===== src/rtl/riscv_pkg.sv =====
// rtl/riscv_pkg.sv - shared ALU op codes, forward selects and multiplier FSM states
// Purpose: constants and types shared by the execute stage and its multiplier.
// Ports: none (package).
package riscv_pkg;

  localparam logic [2:0] ALU_ADD = 3'b000;
  localparam logic [2:0] ALU_SUB = 3'b001;
  localparam logic [2:0] ALU_AND = 3'b010;
  localparam logic [2:0] ALU_OR  = 3'b011;
  localparam logic [2:0] ALU_MUL = 3'b100;
  localparam logic [2:0] ALU_SLT = 3'b101;

  localparam logic [1:0] FWD_REG     = 2'b00;
  localparam logic [1:0] FWD_RESULTW = 2'b01;
  localparam logic [1:0] FWD_ALUM    = 2'b10;

  typedef enum logic [1:0] {
    IDLE = 2'b00,
    MUL  = 2'b01,
    DONE = 2'b10
  } mul_state_t;

endpackage


===== src/rtl/mul_iter.sv =====
// rtl/mul_iter.sv - 32-step shift-add multiplier producing the low product word
// Purpose: latches operands on start in IDLE, iterates 32 shift-add steps in MUL,
//          presents the product for one cycle in DONE.
// Ports:
//   clk      in   rising-edge clock
//   rst      in   asynchronous active-low reset
//   start    in   multiply requested by the instruction in execute
//   a, b     in   multiplicand / multiplier, sampled only in IDLE
//   busy     out  high while upstream must hold (start in IDLE, or MUL)
//   done     out  high in DONE; product is valid
//   product  out  low WIDTH bits of a*b
import riscv_pkg::*;

module mul_iter #(
  parameter int WIDTH = 32
) (
  input  logic             clk,
  input  logic             rst,
  input  logic             start,
  input  logic [WIDTH-1:0] a,
  input  logic [WIDTH-1:0] b,
  output logic             busy,
  output logic             done,
  output logic [WIDTH-1:0] product
);

  mul_state_t       state;
  logic [WIDTH-1:0] mcand;
  logic [WIDTH-1:0] mplier;
  logic [WIDTH-1:0] acc;
  logic [4:0]       count;

  always_ff @(posedge clk or negedge rst) begin
    if (!rst) begin
      state  <= IDLE;
      mcand  <= '0;
      mplier <= '0;
      acc    <= '0;
      count  <= '0;
    end else begin
      case (state)
        IDLE: begin
          if (start) begin
            mcand  <= a;
            mplier <= b;
            acc    <= '0;
            count  <= '0;
            state  <= MUL;
          end
        end
        MUL: begin
          // Only the low word is kept, so bits shifted out of mcand never matter.
          if (mplier[0]) acc <= acc + mcand;
          mcand  <= mcand << 1;
          mplier <= mplier >> 1;
          count  <= count + 5'd1;
          if (count == 5'd31) state <= DONE;
        end
        DONE: state <= IDLE;
        default: state <= IDLE;
      endcase
    end
  end

  // busy covers the IDLE launch cycle too, so the ID/EX register holds the mul
  // from the very first cycle; DONE is deliberately not busy so upstream advances.
  assign busy    = (state == MUL) || ((state == IDLE) && start);
  assign done    = (state == DONE);
  assign product = acc;

endmodule


===== src/rtl/execute_cycle.sv =====
// rtl/execute_cycle.sv - RV32 execute stage: forwarding, ALU, branch and E/M register
// Purpose: resolves forwarded operands, computes ALU/branch results, sequences
//          multi-cycle mul through mul_iter and registers the E/M outputs.
// Ports:
//   clk, rst                          clock, asynchronous active-low reset
//   RegWriteE..ALUSrcE, ALUControlE   ID/EX controls
//   ForwardA_E, ForwardB_E            operand forward selects
//   RD_E, RD1_E, RD2_E, Imm_Ext_E     ID/EX destination and data
//   PCE, PCPlus4E                     ID/EX program counters
//   ResultW                           writeback forward source
//   PCSrcE, PCTargetE                 combinational branch decision / target
//   BusyE                             combinational stall request
//   RegWriteM..ALU_ResultM            registered E/M outputs
import riscv_pkg::*;

module execute_cycle #(
  parameter int WIDTH = 32
) (
  input  logic             clk,
  input  logic             rst,
  input  logic             RegWriteE,
  input  logic             MemWriteE,
  input  logic             ResultSrcE,
  input  logic             BranchE,
  input  logic             ALUSrcE,
  input  logic [2:0]       ALUControlE,
  input  logic [1:0]       ForwardA_E,
  input  logic [1:0]       ForwardB_E,
  input  logic [4:0]       RD_E,
  input  logic [WIDTH-1:0] RD1_E,
  input  logic [WIDTH-1:0] RD2_E,
  input  logic [WIDTH-1:0] Imm_Ext_E,
  input  logic [WIDTH-1:0] PCE,
  input  logic [WIDTH-1:0] PCPlus4E,
  input  logic [WIDTH-1:0] ResultW,
  output logic             PCSrcE,
  output logic [WIDTH-1:0] PCTargetE,
  output logic             BusyE,
  output logic             RegWriteM,
  output logic             MemWriteM,
  output logic             ResultSrcM,
  output logic [4:0]       RD_M,
  output logic [WIDTH-1:0] PCPlus4M,
  output logic [WIDTH-1:0] WriteDataM,
  output logic [WIDTH-1:0] ALU_ResultM
);

  logic [WIDTH-1:0] src_a;
  logic [WIDTH-1:0] write_data;
  logic [WIDTH-1:0] src_b;
  logic [WIDTH-1:0] diff;
  logic [WIDTH-1:0] alu_out;
  logic [WIDTH-1:0] alu_result;
  logic [WIDTH-1:0] mul_product;
  logic             mul_busy;
  logic             mul_done;
  logic             zero;

  always_comb begin
    case (ForwardA_E)
      FWD_RESULTW: src_a = ResultW;
      FWD_ALUM:    src_a = ALU_ResultM;
      FWD_REG:     src_a = RD1_E;
      default:     src_a = RD1_E;
    endcase
  end

  always_comb begin
    case (ForwardB_E)
      FWD_RESULTW: write_data = ResultW;
      FWD_ALUM:    write_data = ALU_ResultM;
      FWD_REG:     write_data = RD2_E;
      default:     write_data = RD2_E;
    endcase
  end

  assign src_b = ALUSrcE ? Imm_Ext_E : write_data;
  assign diff  = src_a - src_b;
  assign zero  = (diff == '0);

  // mul and the reserved codes fall to 0; the mul result is substituted in DONE.
  always_comb begin
    case (ALUControlE)
      ALU_ADD: alu_out = src_a + src_b;
      ALU_SUB: alu_out = diff;
      ALU_AND: alu_out = src_a & src_b;
      ALU_OR:  alu_out = src_a | src_b;
      ALU_SLT: alu_out = {{(WIDTH-1){1'b0}}, ($signed(src_a) < $signed(src_b))};
      default: alu_out = '0;
    endcase
  end

  mul_iter #(.WIDTH(WIDTH)) u_mul_iter (
    .clk     (clk),
    .rst     (rst),
    .start   (ALUControlE == ALU_MUL),
    .a       (src_a),
    .b       (src_b),
    .busy    (mul_busy),
    .done    (mul_done),
    .product (mul_product)
  );

  assign alu_result = mul_done ? mul_product : alu_out;
  assign BusyE      = mul_busy;
  assign PCTargetE  = PCE + Imm_Ext_E;
  // A held mul can never be a taken branch; suppress PCSrcE for the whole sequence.
  assign PCSrcE     = BranchE & zero & ~mul_busy & ~mul_done;

  always_ff @(posedge clk or negedge rst) begin
    if (!rst) begin
      RegWriteM   <= 1'b0;
      MemWriteM   <= 1'b0;
      ResultSrcM  <= 1'b0;
      RD_M        <= '0;
      PCPlus4M    <= '0;
      WriteDataM  <= '0;
      ALU_ResultM <= '0;
    end else if (mul_busy) begin
      RegWriteM   <= 1'b0;
      MemWriteM   <= 1'b0;
      ResultSrcM  <= 1'b0;
      RD_M        <= '0;
      PCPlus4M    <= '0;
      WriteDataM  <= '0;
      ALU_ResultM <= '0;
    end else begin
      RegWriteM   <= RegWriteE;
      MemWriteM   <= MemWriteE;
      ResultSrcM  <= ResultSrcE;
      RD_M        <= RD_E;
      PCPlus4M    <= PCPlus4E;
      WriteDataM  <= write_data;
      ALU_ResultM <= alu_result;
    end
  end

endmodule


===== config.mk =====
export PLATFORM = sky130hd
export DESIGN_NAME = execute_cycle
export DESIGN_NICKNAME = d
export VERILOG_FILES = /design/src/rtl/riscv_pkg.sv /design/src/rtl/mul_iter.sv /design/src/rtl/execute_cycle.sv
export SDC_FILE = /design/constraint.sdc
export NUM_CORES = 1
export LEC_CHECK = 0
export CAP_MARGIN = 20
export CORE_ASPECT_RATIO = 0.75
export CORE_UTILIZATION = 41
export DETAILED_ROUTE_END_ITERATION = 16
export HOLD_SLACK_MARGIN = 0.1
export PLACE_DENSITY = 0.75
export SKIP_LAST_GASP = 1
export SLEW_MARGIN = 0
export SYNTH_ARGS = -nofsm -noshare
export SYNTH_HDL_FRONTEND = slang
export SYNTH_SLANG_ARGS = --single-unit
export TNS_END_PERCENT = 5

===== constraint.sdc =====
create_clock -name clk -period 7.2 [get_ports clk]
set_input_delay 1.44 -clock clk [delete_from_list [all_inputs] [get_ports clk]]
set_output_delay 1.44 -clock clk [all_outputs]
set_load 0.02 [all_outputs]

==> impl_summary.log <==
INFO  metric critPathMaxFanout = 6
INFO  metric die_h = between 150 and 200 µm
INFO  metric setup.worst_path.start_class = input pin
INFO  metric power.static_leakage = approximately 11 nW
INFO  metric antenna_violating_nets_left = 0
INFO  metric grt.overflow.total = 0
INFO  metric hold_class = reg -> reg
INFO  metric number_of_violations_of_the_max_capacitance_limit = 0
INFO  metric switching_power = approximately 0.0028 W
INFO  metric worst_setup_path_end_kind = output port
INFO  metric synthesis.nets = around 2400
INFO  metric route.vias.total = approximately 19000
INFO  metric first_global_vias = 18632
INFO  metric dieArea = approximately 42000 µm²
INFO  metric synth-edff-count = 0
INFO  metric cp.required = around 5800 ps
INFO  metric fmax = about 0.14 GHz
INFO  metric clock_sinks = about 210
INFO  metric routed_wire_length_per_instance = 22.8 µm
INFO  metric io_buffer_count = 348
INFO  metric placed_area = around 23000 µm²
INFO  metric power.density = ~260 nW/µm²
INFO  metric crit_path_frequent_cell = sky130_fd_sc_hd__buf_4
INFO  metric syn_inst = just over 2000
INFO  metric period_utilisation_layout = 1.02
INFO  metric clockRootBuffer = sky130_fd_sc_hd__clkbuf_16
INFO  metric status = finished, violations left
INFO  metric grt_pass1_wl = roughly 110 mm
INFO  metric layout.nets = roughly 3000
INFO  metric finalSetupViolCount = 1
INFO  metric relSlewSlack = 0.254
INFO  metric grt_start_max_net_pins = between 100 and 150
INFO  metric power.switching_fraction = 0.425
INFO  metric max_stage_delay = approximately 460 ps
INFO  metric fin_area = 24800 µm²
INFO  metric clockPowerShare = 0.189
INFO  metric synth_async_sr_flop_share = 1.00
INFO  metric tritoncts = built
INFO  metric antenna-diode-count = 0
INFO  metric ys_seq_area_frac = 0.310
INFO  metric avgViaCountPerCell = 5.92
INFO  metric largest_cells_by_area_after_synthesis = sky130_fd_sc_hd__dfrtp_1, sky130_fd_sc_hd__ha_1, sky130_fd_sc_hd__a21oi_1
INFO  metric critPathSlowestCell = sky130_fd_sc_hd__a311o_2
INFO  metric place_inst = a little over 3000
INFO  metric gp_congestion = approximately 1.1
INFO  metric finalHoldViolCount = 0
INFO  metric crit_arrival = a little under 6000 ps
INFO  metric max-vdd-ir-drop = just over 0.2 mV
INFO  metric initial_drc_count = 1684
INFO  metric maxSlewViolCount = 0
INFO  metric synth-main-ff-cell = sky130_fd_sc_hd__dfrtp_1
INFO  metric ioPinCount = approximately 350
INFO  metric area_growth = 48.6%
INFO  metric place_hpwl = approximately 54 mm
INFO  metric grt_setup_unrepaired = yes
INFO  metric criticalPathCategory = in -> out
INFO  metric core_area = ~40000 µm²
INFO  metric std_cell_rows = 63
INFO  metric power.share.combinational = 0.551
INFO  metric internal_power = 0.00376 W
INFO  metric layout-drive-gt1-share = 0.213
INFO  metric synth_seq_cells = around 210
INFO  metric clock_skew = around 20 ps
INFO  metric routed_wirelength = around 73 mm
INFO  metric htree_num_levels = 1
INFO  metric synth_top_area_cell = sky130_fd_sc_hd__dfrtp_1
INFO  metric clock_insertion_delay_worst_skew = 560 ps
INFO  metric initial_core_util = 0.420
INFO  metric count_of_non_filler_cells_in_the_finished_layout = about 3200
INFO  metric number_of_library_cell_types_mapped_by_synthesis = 85
INFO  metric detailedRoute.firstPassIterationCount = 6
INFO  metric number_of_antenna_violations_at_the_first_check_in_global_routing = 0
INFO  metric hold_buffers_post_cts = 0
INFO  metric n_fill_cell = about 3400
INFO  metric synth_top_area_share = 0.310
INFO  metric netlist_area = ~17000 µm²
INFO  metric worst_slew_pin_slew = around 1100 ps
INFO  metric clkSlewWorstSetupHoldPaths = roughly 60 ps
INFO  metric drc_errors = 0
INFO  metric setup_total_negative_slack = -110 ps
INFO  metric yosys_warnings = 0
INFO  metric dpl_worst_slack = -856 ps
INFO  metric globalRouteTotalUtil = 0.341
INFO  metric failing_checks = setup timing
INFO  metric post-route-worst-setup-slack = -110 ps
INFO  metric synth_area_per_cell = 8.21 µm²
INFO  metric total_clock_buffers_created_by_cts = 24
INFO  metric cts-root-to-sink-buffers = 3
INFO  metric final_core_utilization = 0.624
INFO  metric final.min_clock_period = about 7300 ps
INFO  metric die_w = roughly 240 µm
INFO  metric power_frac_seq = 0.260
routing by layer:
layer	vias up	GRT usage	wire [µm]
met5	-	0	0
met2	1049	0.550	32700
li1	8604	-	-
met4	0	0.214	5140
met3	240	0.0614	5910
met1	9037	0.426	29000
Yosys cell counts, types with 13 or more instances:
cell / count
sky130_fd_sc_hd__nand3_1: 53
sky130_fd_sc_hd__o31ai_1: 15
sky130_fd_sc_hd__ha_1: 164
sky130_fd_sc_hd__inv_1: 121
sky130_fd_sc_hd__clkbuf_1: 103
sky130_fd_sc_hd__nor2_1: 224
sky130_fd_sc_hd__a21oi_1: 211
sky130_fd_sc_hd__xor2_1: 26
sky130_fd_sc_hd__o221ai_1: 13
sky130_fd_sc_hd__a21o_1: 42
sky130_fd_sc_hd__and2_1: 47
sky130_fd_sc_hd__nor3_1: 34
sky130_fd_sc_hd__o21a_1: 13
sky130_fd_sc_hd__dfrtp_1: 207
sky130_fd_sc_hd__a221o_1: 39
sky130_fd_sc_hd__o21ai_0: 202
sky130_fd_sc_hd__xnor2_1: 63
sky130_fd_sc_hd__nand2b_1: 13
sky130_fd_sc_hd__a22oi_1: 107
sky130_fd_sc_hd__nand2_1: 96
sky130_fd_sc_hd__o21bai_1: 25
metrics by stage:
stage | power [W] | hold WS [ps]
2_1_floorplan | 0.00358 | 449
3_3_place_gp | 0.00494 | 469
3_5_place_dp | 0.00502 | 500
4_1_cts | 0.00645 | 506
5_1_grt | 0.00690 | 527
6_report | 0.00654 | 503
logic make-up after synthesis:
logic type / after synthesis / share of synthesized area
DFF: 207 / 0.310
and+or+nand+nor: 530 / 0.146
adders and majority gates: 168 / 0.128
xor gates and xnor gates: 89 / 0.0467
muxes: 8 / 0.00487
AOI/OAI and AO/OA: 779 / 0.306
buffers and inverters: 252 / 0.0584
power groups by stage:
stage          clock network, W  logic [W]  registers [W]
5_1_grt                 0.00129    0.00388        0.00173
3_3_place_gp                  0    0.00324        0.00170
6_report                0.00124    0.00361        0.00170
3_5_place_dp                  0    0.00331        0.00171
4_1_cts                 0.00125    0.00351        0.00169
2_1_floorplan                 0    0.00185        0.00173
critical path: cells and delay by family:
| kind | cells | cell delay, ps |
|---|---|---|
| AO/OA/AOI/OAI | 13 | 2470 |
| adder cells (fa/ha/maj) | 2 | 460 |
| XOR/XNOR | 1 | 210 |
| AND/OR/NAND/NOR | 3 | 430 |
| buffers and inverters | 6 | 850 |
repair_timing:
action,in CTS,in global routing
endpoints found under the setup margin,1,5
gates resized for setup,153,30
pin swaps,45,10
buffers inserted,48,5
cloned,4,0
final timing paths:
path / cells past startpoint / start / slack (ps) / end
worst max-delay path: 25 / ForwardB_E[1] / -110 / PCSrcE
worst min-delay path: 2 / u_mul_iter.mplier[17]$_DFFE_PN0P_ / 500 / u_mul_iter.mplier[16]$_DFFE_PN0P_
min in group asynchronous: 1 / rst / 910 / RegWriteM$_DFF_PN0_
worst min register to register: 2 / u_mul_iter.mplier[17]$_DFFE_PN0P_ / 500 / u_mul_iter.mplier[16]$_DFFE_PN0P_
max in group asynchronous: 2 / rst / 5090 / PCPlus4M[30]$_DFF_PN0_
worst max register to register: 24 / ALU_ResultM[0]$_DFF_PN0_ / 1960 / ALU_ResultM[24]$_DFF_PN0_
layout make-up:
type	count	area, µm²	share of cell area
inverter	126	473	0.0191
sequential	207	5180	0.209
tap	520	651	0.0262
multi-input combinational	1574	11200	0.450
timing repair buffer	727	6590	0.265
clock inverter	12	135	0.00544
clock buffer	30	633	0.0255
placed cells by master (no fill, tap or decap), types with 10 or more instances in the layout:
master	n
sky130_fd_sc_hd__o31ai_1	12
sky130_fd_sc_hd__o211ai_1	11
sky130_fd_sc_hd__nand2_1	96
sky130_fd_sc_hd__buf_12	10
sky130_fd_sc_hd__xnor2_1	62
sky130_fd_sc_hd__o221ai_1	13
sky130_fd_sc_hd__o21bai_1	23
sky130_fd_sc_hd__buf_6	10
sky130_fd_sc_hd__nand2b_1	13
sky130_fd_sc_hd__clkdlybuf4s50_1	339
sky130_fd_sc_hd__a221o_1	39
sky130_fd_sc_hd__nand3_1	53
sky130_fd_sc_hd__o21a_1	13
sky130_fd_sc_hd__clkbuf_16	24
sky130_fd_sc_hd__a21o_1	42
sky130_fd_sc_hd__buf_4	356
sky130_fd_sc_hd__inv_1	114
sky130_fd_sc_hd__xor2_1	26
sky130_fd_sc_hd__ha_4	13
sky130_fd_sc_hd__nor3_1	33
sky130_fd_sc_hd__a21oi_2	45
sky130_fd_sc_hd__o21ai_1	17
sky130_fd_sc_hd__dfrtp_1	207
sky130_fd_sc_hd__ha_1	150
sky130_fd_sc_hd__and2_1	47
sky130_fd_sc_hd__nor2_1	219
sky130_fd_sc_hd__a21oi_1	167
sky130_fd_sc_hd__o21ai_0	177
sky130_fd_sc_hd__nor2b_1	11
sky130_fd_sc_hd__a31oi_1	12
sky130_fd_sc_hd__inv_2	12
sky130_fd_sc_hd__a22oi_1	98
sequential cells by signal, indices dropped and copies added, names as in the netlist, 2 cells and up:
| register | cells |
|---|---|
| u_mul_iter.mplier | 32 |
| WriteDataM | 32 |
| PCPlus4M | 32 |
| u_mul_iter.state | 2 |
| ALU_ResultM | 32 |
| RD_M | 5 |
| u_mul_iter.product | 32 |
| u_mul_iter.mcand | 32 |
| u_mul_iter.count | 5 |
(Power assumes the default switching activity.)
